**src/rtl/card_dealer_pkg.sv**
```systemverilog
// Shared card constants, dealer FSM states and the rank-to-value mapping
// used by both the dealer and the hand controllers.
package card_dealer_pkg;

    localparam int CARD_W         = 5;
    localparam int NUM_RANKS      = 13;
    localparam int DECK_SIZE      = 52;
    localparam int CARDS_PER_RANK = 4;
    localparam logic [15:0] LFSR_TAPS    = 16'hB400;
    localparam logic [15:0] DEFAULT_SEED = 16'hACE1;

    typedef logic [CARD_W-1:0] card_t;

    typedef enum logic [1:0] {
        ST_IDLE,
        ST_DRAW,
        ST_ISSUE
    } dealState_t;

    // Ace counts high (11); ten and the face cards (ranks 10..13) count as 10.
    function automatic card_t rankToValue(input logic [3:0] rank);
        card_t value;
        if (rank == 4'd1) begin
            value = card_t'(11);
        end else if (rank >= 4'd10) begin
            value = card_t'(10);
        end else begin
            value = card_t'(rank);
        end
        return value;
    endfunction

endpackage

```
**src/rtl/card_lfsr.sv**
```systemverilog
// Free-running 16-bit Galois LFSR; advances every cycle, no stall input.
// A zero SEED would lock the register at zero, so it is replaced by DEFAULT_SEED.
module card_lfsr
    import card_dealer_pkg::*;
#(
    parameter logic [15:0] SEED = 16'hACE1
) (
    input  logic        i_clk,
    input  logic        i_reset_n,
    output logic [15:0] o_state
);

    localparam logic [15:0] RESET_VAL = (SEED == 16'h0000) ? DEFAULT_SEED : SEED;

    always_ff @(posedge i_clk or negedge i_reset_n) begin
        if (!i_reset_n) begin
            o_state <= RESET_VAL;
        end else begin
            o_state <= {1'b0, o_state[15:1]} ^ (o_state[0] ? LFSR_TAPS : 16'h0000);
        end
    end

endmodule

```
**src/rtl/card_dealer.sv**
```systemverilog
// Card dealer: request -> strobe after >= 2 cycles (one more per rejected draw), 1 card per 3 cycles max.
// Backpressure via o_ready (low while busy or deck empty). DEALER_DECK_TRACK_EN selects finite deck vs infinite shoe.
module card_dealer
    import card_dealer_pkg::*;
#(
    parameter logic [15:0] SEED = 16'hACE1
) (
    input  logic              i_clk,
    input  logic              i_reset_n,
    input  logic              i_dealReq,
    input  logic              i_target,
    input  logic              i_shuffle,
    output logic              o_ready,
    output logic [CARD_W-1:0] o_card,
    output logic [3:0]        o_rank,
    output logic              o_addPlayer,
    output logic              o_addDealer,
    output logic [5:0]        o_cardsRemaining,
    output logic              o_emptyErr
);

    dealState_t state, stateNext;
    logic [15:0] lfsr;
    logic [3:0]  candidate;
    logic [15:0] availPad;
    logic [NUM_RANKS-1:0] avail;
    logic hit, accept, issueDone, readyNext, targetQ;
    logic unusedBits;

    card_lfsr #(.SEED(SEED)) uLfsr (
        .i_clk     (i_clk),
        .i_reset_n (i_reset_n),
        .o_state   (lfsr)
    );

    assign candidate  = lfsr[3:0];
    assign unusedBits = &{1'b0, lfsr[15:4], i_shuffle};

`ifdef DEALER_DECK_TRACK_EN
    logic [2:0] cnt [NUM_RANKS];
    logic       shuffleNow, emptyReq;
    logic [5:0] remNext;

    always_comb begin
        for (int r = 0; r < NUM_RANKS; r++) begin
            avail[r] = (cnt[r] != 3'd0);
        end
    end
`else
    assign avail = '1;
`endif

    // Candidates 13..15 land on the zero padding and are rejected like empty ranks.
    assign availPad = {{(16 - NUM_RANKS){1'b0}}, avail};

    always_comb begin
        stateNext = state;
        accept    = 1'b0;
        hit       = 1'b0;
        issueDone = 1'b0;
`ifdef DEALER_DECK_TRACK_EN
        shuffleNow = 1'b0;
        emptyReq   = 1'b0;
`endif
        case (state)
            ST_IDLE: begin
`ifdef DEALER_DECK_TRACK_EN
                if (i_shuffle) begin
                    shuffleNow = 1'b1;
                end else if (i_dealReq) begin
                    if (o_ready) begin
                        accept = 1'b1;
                    end else begin
                        emptyReq = 1'b1;
                    end
                end
`else
                accept = i_dealReq;
`endif
                if (accept) begin
                    stateNext = ST_DRAW;
                end
            end
            ST_DRAW: begin
                hit = availPad[candidate];
                if (hit) begin
                    stateNext = ST_ISSUE;
                end
            end
            ST_ISSUE: begin
                issueDone = 1'b1;
                stateNext = ST_IDLE;
            end
            default: stateNext = ST_IDLE;
        endcase

`ifdef DEALER_DECK_TRACK_EN
        remNext = o_cardsRemaining;
        if (shuffleNow) begin
            remNext = 6'(DECK_SIZE);
        end else if (issueDone) begin
            remNext = o_cardsRemaining - 6'd1;
        end
        readyNext = (stateNext == ST_IDLE) && (remNext != 6'd0);
`else
        readyNext = (stateNext == ST_IDLE);
`endif
    end

    always_ff @(posedge i_clk or negedge i_reset_n) begin
        if (!i_reset_n) begin
            state       <= ST_IDLE;
            targetQ     <= 1'b0;
            o_ready     <= 1'b1;
            o_card      <= '0;
            o_rank      <= '0;
            o_addPlayer <= 1'b0;
            o_addDealer <= 1'b0;
        end else begin
            state       <= stateNext;
            o_ready     <= readyNext;
            o_addPlayer <= hit && !targetQ;
            o_addDealer <= hit && targetQ;
            if (accept) begin
                targetQ <= i_target;
            end
            if (hit) begin
                o_rank <= candidate + 4'd1;
                o_card <= rankToValue(candidate + 4'd1);
            end
        end
    end

`ifdef DEALER_DECK_TRACK_EN
    // o_rank still holds the card being issued during ISSUE, so it picks the count to decrement.
    always_ff @(posedge i_clk or negedge i_reset_n) begin
        if (!i_reset_n) begin
            for (int r = 0; r < NUM_RANKS; r++) begin
                cnt[r] <= 3'(CARDS_PER_RANK);
            end
            o_cardsRemaining <= 6'(DECK_SIZE);
            o_emptyErr       <= 1'b0;
        end else begin
            o_emptyErr       <= emptyReq;
            o_cardsRemaining <= remNext;
            for (int r = 0; r < NUM_RANKS; r++) begin
                if (shuffleNow) begin
                    cnt[r] <= 3'(CARDS_PER_RANK);
                end else if (issueDone && (o_rank == 4'(r + 1))) begin
                    cnt[r] <= cnt[r] - 3'd1;
                end
            end
        end
    end
`else
    assign o_cardsRemaining = 6'(DECK_SIZE);
    assign o_emptyErr       = 1'b0;
`endif

endmodule

```
**config.mk**
```make
export PLATFORM = sky130hd
export DESIGN_NAME = card_dealer
export DESIGN_NICKNAME = d
export VERILOG_FILES = /design/src/rtl/card_dealer_pkg.sv /design/src/rtl/card_lfsr.sv /design/src/rtl/card_dealer.sv
export SDC_FILE = /design/constraint.sdc
export NUM_CORES = 1
export LEC_CHECK = 0
export BUFFER_PORTS_ARGS = -buffer_cell sky130_fd_sc_hd__buf_2
export CAP_MARGIN = 40
export CORE_MARGIN = 2
export CORE_UTILIZATION = 25
export CTS_CLUSTER_DIAMETER = 120
export DETAILED_ROUTE_END_ITERATION = 12
export PLACE_DENSITY_LB_ADDON = 0.12
export SLEW_MARGIN = 20
export SYNTH_ARGS = -nofsm -noshare
export SYNTH_HDL_FRONTEND = slang
export SYNTH_SLANG_ARGS = --single-unit
```
**constraint.sdc**
```tcl
create_clock -name i_clk -period 2.6 [get_ports i_clk]
set_clock_uncertainty 0.15 [all_clocks]
set_input_delay 0.52 -clock i_clk [delete_from_list [all_inputs] [get_ports i_clk]]
set_output_delay 0.52 -clock i_clk [all_outputs]
set_load 0.005 [all_outputs]
```
# Word-level counts from Yosys, hierarchy flattened
# Memories as Yosys holds them, arrays and structs flattened.
# Index checks and enable logic that the tools add are counted.
op_classes:
  addsub: 1
  order_cmp: 2
  n_eq_ne: 2
  n_mux: 9
  n_bitwise: 1
  reduce_logical: 5
ops:
  columns: ["op", "n"]
  rows:
  - ["$mux W16", 1]
  - ["$xor A15 B16 Y16", 1]
  - ["$mux W4", 2]
  - ["$lt A4 B5 Y1 const B", 1]
  - ["$add A4 B1 Y4 const B", 1]
  - ["$eq A4 B1 Y1 const B", 1]
  - ["$ge A4 B4 Y1 const B", 1]
  - ["$logic_not A2 Y1", 2]
  - ["$mux W2", 2]
  - ["$pmux W2 S2", 1]
  - ["$mux W1", 3]
  - ["$eq A2 B1 Y1 const B", 1]
  - ["$logic_and A1 B1 Y1", 2]
  - ["$logic_not A1 Y1", 1]
totals:
  ff_bits: 31
  romBits: 16
  input_bits: 5
  output_inout_bits: 19
  word_cells: 29
  n_memories: 1
mem_list:
  columns: ["memory", "depth", "width", "read_ports", "rd_clocked_by_memory_dff", "wr", "line", "source"]
  rows:
  - ["(no name shown)", 16, 1, 1, 0, 0, "card_dealer.sv:85", "hit = availPad[candidate];"]

# Longest topological paths before layout
depth:
  ltp_word: 5
  ltp_mapped: 9
  mapped_depth_nobuf: 6

# Hierarchy
# A second synthesis with hierarchy kept.
hier_totals:
  hier_cells: 86
  area_unflattened_um2: 1166.1
by_module_without_submodules:
  columns: ["mod", "instances", "cells_each", "area_each_um2", "seq_area_each_um2"]
  rows:
  - ["card_dealer", 1, 67, 729.4, 351.6]
  - ["card_lfsr", 1, 19, 436.7, 410.4]

# Least setup slack after synthesis
# No wires, ideal clock.
synth_path:
  path_kind: "register to register"
  start: "reg uLfsr.o_state[0]"
  end: "reg o_card[1]"
  setup_time_ns: 0.121
  arrival_time_ns: 1.934
  required_ns: 2.329
  setup_slack_ns: 0.395
  path_stages_with_launch: 9
  path_buffers: 2
  synth_period_minus_slack_ns: 2.205
  cell_sequence: "dfstp_2 -> clkbuf_1 -> inv_1 -> ha_1 -> and3b_1 -> or3b_1 -> clkbuf_2 -> or3_1 -> o22a_1"
synth_between:
  elab_chain_cells: 4
  word_cells_on_any_way: 8
  cone_classes: "1 x add/sub; 1 x order compare; 1 x eq/ne; 4 x mux; 1 x memory"
synth_rtl:
  columns: ["item", "line", "source"]
  rows:
  - ["start: declaration", "card_lfsr.sv:10", "output logic [15:0] o_state"]
  - ["start signal: assignment", "card_lfsr.sv:19", "o_state <= {1'b0, o_state[15:1]} ^ (o_state[0] ? LFSR_TAPS : 16'h0000);"]
  - ["$add A4 B1 Y4", "card_dealer.sv:129", "o_card <= rankToValue(candidate + 4'd1);"]
  - ["$ge A4 B4 Y1", "card_dealer_pkg.sv:25", "end else if (rank >= 4'd10) begin"]
  - ["$mux W4", "card_dealer_pkg.sv:25", null]
  - ["$mux W4", "card_dealer_pkg.sv:23", "if (rank == 4'd1) begin"]
  - ["end signal: assignment", "card_dealer.sv:129", null]
  - ["end: declaration", "card_dealer.sv:14", "output logic [CARD_W-1:0] o_card,"]
# Several ways; a longest one is shown, not always the timed one. The select of a mux whose other input is x is not followed.
# A chain may end at the register's enable or synchronous reset.

# Worst setup path in the final report
layout_path:
  start: "reg uLfsr.o_state[1]"
  end: "reg o_card[1]"
# The elaborated chain is that of the path after synthesis.

==> impl_results.md <==
* Run status: completed
* DR vias at 709
* Worst EP arrival at 2.24 ns
* YS warnings at 0
* Class of the most critical setup path: reg -> reg
* Mapped Avg Cell Area at 12.5 um2
* Max-slew headroom at 57.3%
* P_leak at 0.000694 uW
* Setup repair after global routing missed its margin: no
* Power Dens Cells at 657 mW/mm2
* Synth area leaders: dfrtp_1 43%, dfstp_2 19%, buf_4 5.5%
* Design area at 0.00141 mm2
* CTS Buf Count at 5
* Startpoint Class: flip-flop
* Layout cells sized above 1 at 28.7%
* DRT iter0 DRCs at 53
* Final ANT Viol Nets at 0
* Global placement routability congestion at 0.739
* First-pass GRT wire length at 3.40 mm
* Crit path capture type: flip-flop
* Clock root buffer: clkbuf_8
* CTS H-tree depth at 2
* Worst skew pair latency at 0.27 ns
* Layout Nets at 124
* Final period utilization at 85.7%
* CTS Buffer Depth at 2
* EDFF count, synth at 0
* Worst r2r src: uLfsr.o_state[1]
* Multi-input gate area at 392 um2
* CTS tree: built
* Min-delay worst type: in -> async
* Ys flop type: dfrtp_1
* DR DRC count at 0
* Total core area at 0.00475 mm2
* Register area at 762 um2
* Setup TNS after final layout at 0 ns
* Register area share after synthesis at 61.7%
* Final hold vios at 0
* Slowest cell on crit path: or3b_1
* Post-cts sizing count at 0
* Drt wl/cell at 10.9 um
* F_max at 0.449 GHz
* Routed vias/inst at 3.90
* Critical path buffers and inverters at 1
* PortBufs at 14
* Cell Rows at 25
* GRT Overall Usage at 8.59%
* Ant diodes at 0
* Routed Wire Length at 1.99 mm
* Required @ worst endpoint at 2.61 ns
* Most frequent cells after synthesis: 21 x dfrtp_1, 9 x buf_4, 9 x dfstp_2
* Largest net degree at the start of global routing at 31
* Vias in the first global route at 693
* Post-CTS Repair Setup Buffers at 0
* Reg2Reg Depth at 6
* Worst Tran Pin Value at 0.640 ns
* Placed Area at 0.00133 mm2
* Count of final max-slew check failures at 0
* Reg clk slew, reported paths at 0.06 ns
* Minimum clock period at 2.23 ns
* Synthesized flop and latch total at 30
* CP delay by family, top: simple AND/OR/NAND/NOR gates
* Initial core utilization at 26.0%
* Final HPWL DP at 1.30 mm
* GRT Residual Overflow at 0
* Synth-to-Final Area Change at 14.2%
* Max rail drop VDD at 0.000322 V
* Synthesized area at 0.00123 mm2
* Yosys top cell area share at 42.6%
* FF-to-FF End: o_card[1]
* Most numerous cell in the Yosys netlist: dfrtp_1
* Max FO, Critical Path at 15
* Worst-path cell chain: inv_1 > ha_1 > and3b_1 > or3b_1 > or3_1 > o22a_1
* Post-cts hold buffer count at 0
* Post-Syn Instances at 99
* Clk sinks at 30
* Max incr delay on CP at 0.56 ns
* Number of top-level pins at 24
* Final setup viols at 0
* Total Power at 927 uW
* Initial antenna violation count at 0
* Fraction of registers with async set/reset at 100%
* Layout fillers at 509
* Reg-to-reg setup timing slack at 0.37 ns
* Synth area leader: dfrtp_1
* Die Wd at 74.3 um
* Number of max-cap violations at 0
* Die footprint at 0.00552 mm2
* First-pass iteration count of the detailed router at 4
* Post-synth cell types at 33
* Die Ht at 74.3 um
## cells by family after synthesis
kind of cell | count (synthesis) | synth area share, %
DFF | 30 | 61.7
buffers and inverters | 16 | 8.41
other | 2 | 0.608
muxes | 2 | 1.82
AOI/OAI and AO/OA | 18 | 10.2
adders and majority gates | 4 | 4.05
and+or+nand+nor | 22 | 9.63
xor gates and xnor gates | 5 | 3.55
## layer usage
metal,up-vias,track usage (%),wire length (um)
met5,-,0,0
met4,0,4.76,49
met3,5,4.47,89
met2,17,11.6,872
met1,347,11.0,975
li1,340,-,-
## sequential cells by signal, indices dropped and copies added (netlist names)
| signal | count |
|---|---|
| o_addDealer | 1 |
| o_ready | 1 |
| state | 2 |
| uLfsr.o_state | 16 |
| o_rank | 4 |
| o_card | 4 |
| o_addPlayer | 1 |
| targetQ | 1 |
## cell type report
cell class	instances	area share (%)
Clock buffer	7	5.41
Sequential cell	30	54.0
Inverter	3	0.799
Timing Repair Buffer	16	6.03
Tap cell	67	5.94
Multi-Input combinational cell	59	27.8
## worst reg2reg max path: cells and delay by family (launching register included)
kind	cells	cell delay, ns
simple gates	3	1.16
flops	1	0.37
fa+ha+maj	1	0.16
compound gates	1	0.16
buf+inv	1	0.13
## worst max-delay path by stage
stage                           startpoint  slack (ns)   endpoint  depth (start not counted)
after global placement    uLfsr.o_state[1]        0.38  o_card[1]                          6
final                     uLfsr.o_state[1]        0.37  o_card[1]                          6
after global routing      uLfsr.o_state[1]        0.26  o_card[1]                          6
after detailed placement  uLfsr.o_state[1]        0.37  o_card[1]                          6
after floorplan           uLfsr.o_state[0]        0.39  o_card[1]                          8
after CTS                 uLfsr.o_state[1]        0.35  o_card[1]                          6
## cell usage in the layout, fill, tap and decap left out, types with 3 or more instances in the layout
cell type	netlist	layout
buf_2	1	14
xor2_1	4	4
dfrtp_1	21	21
nor2_1	5	5
ha_1	4	4
nand2_1	5	5
o21ai_0	3	3
conb_1	2	8
nand3_1	4	4
inv_1	3	3
a21o_1	3	3
dfstp_2	9	9
clkbuf_8	0	5
## where the power goes
part	internal [uW]	switching, uW	total (uW)
sequential	498	13.3	512
combinational	33.3	40.8	74.2
clock	184	157	341
## through the flow
stage	hold slack [ns]	cells	setup WS (ns)	utilization, %
after floorplan	0.0744	105	0.395	-
after global placement	0.184	175	0.381	28.1
final	0.112	182	0.371	29.7
after global routing	0.153	182	0.255	29.7
after detailed placement	0.188	175	0.373	28.1
after CTS	0.144	182	0.349	29.7
(Power assumes the default switching activity.)
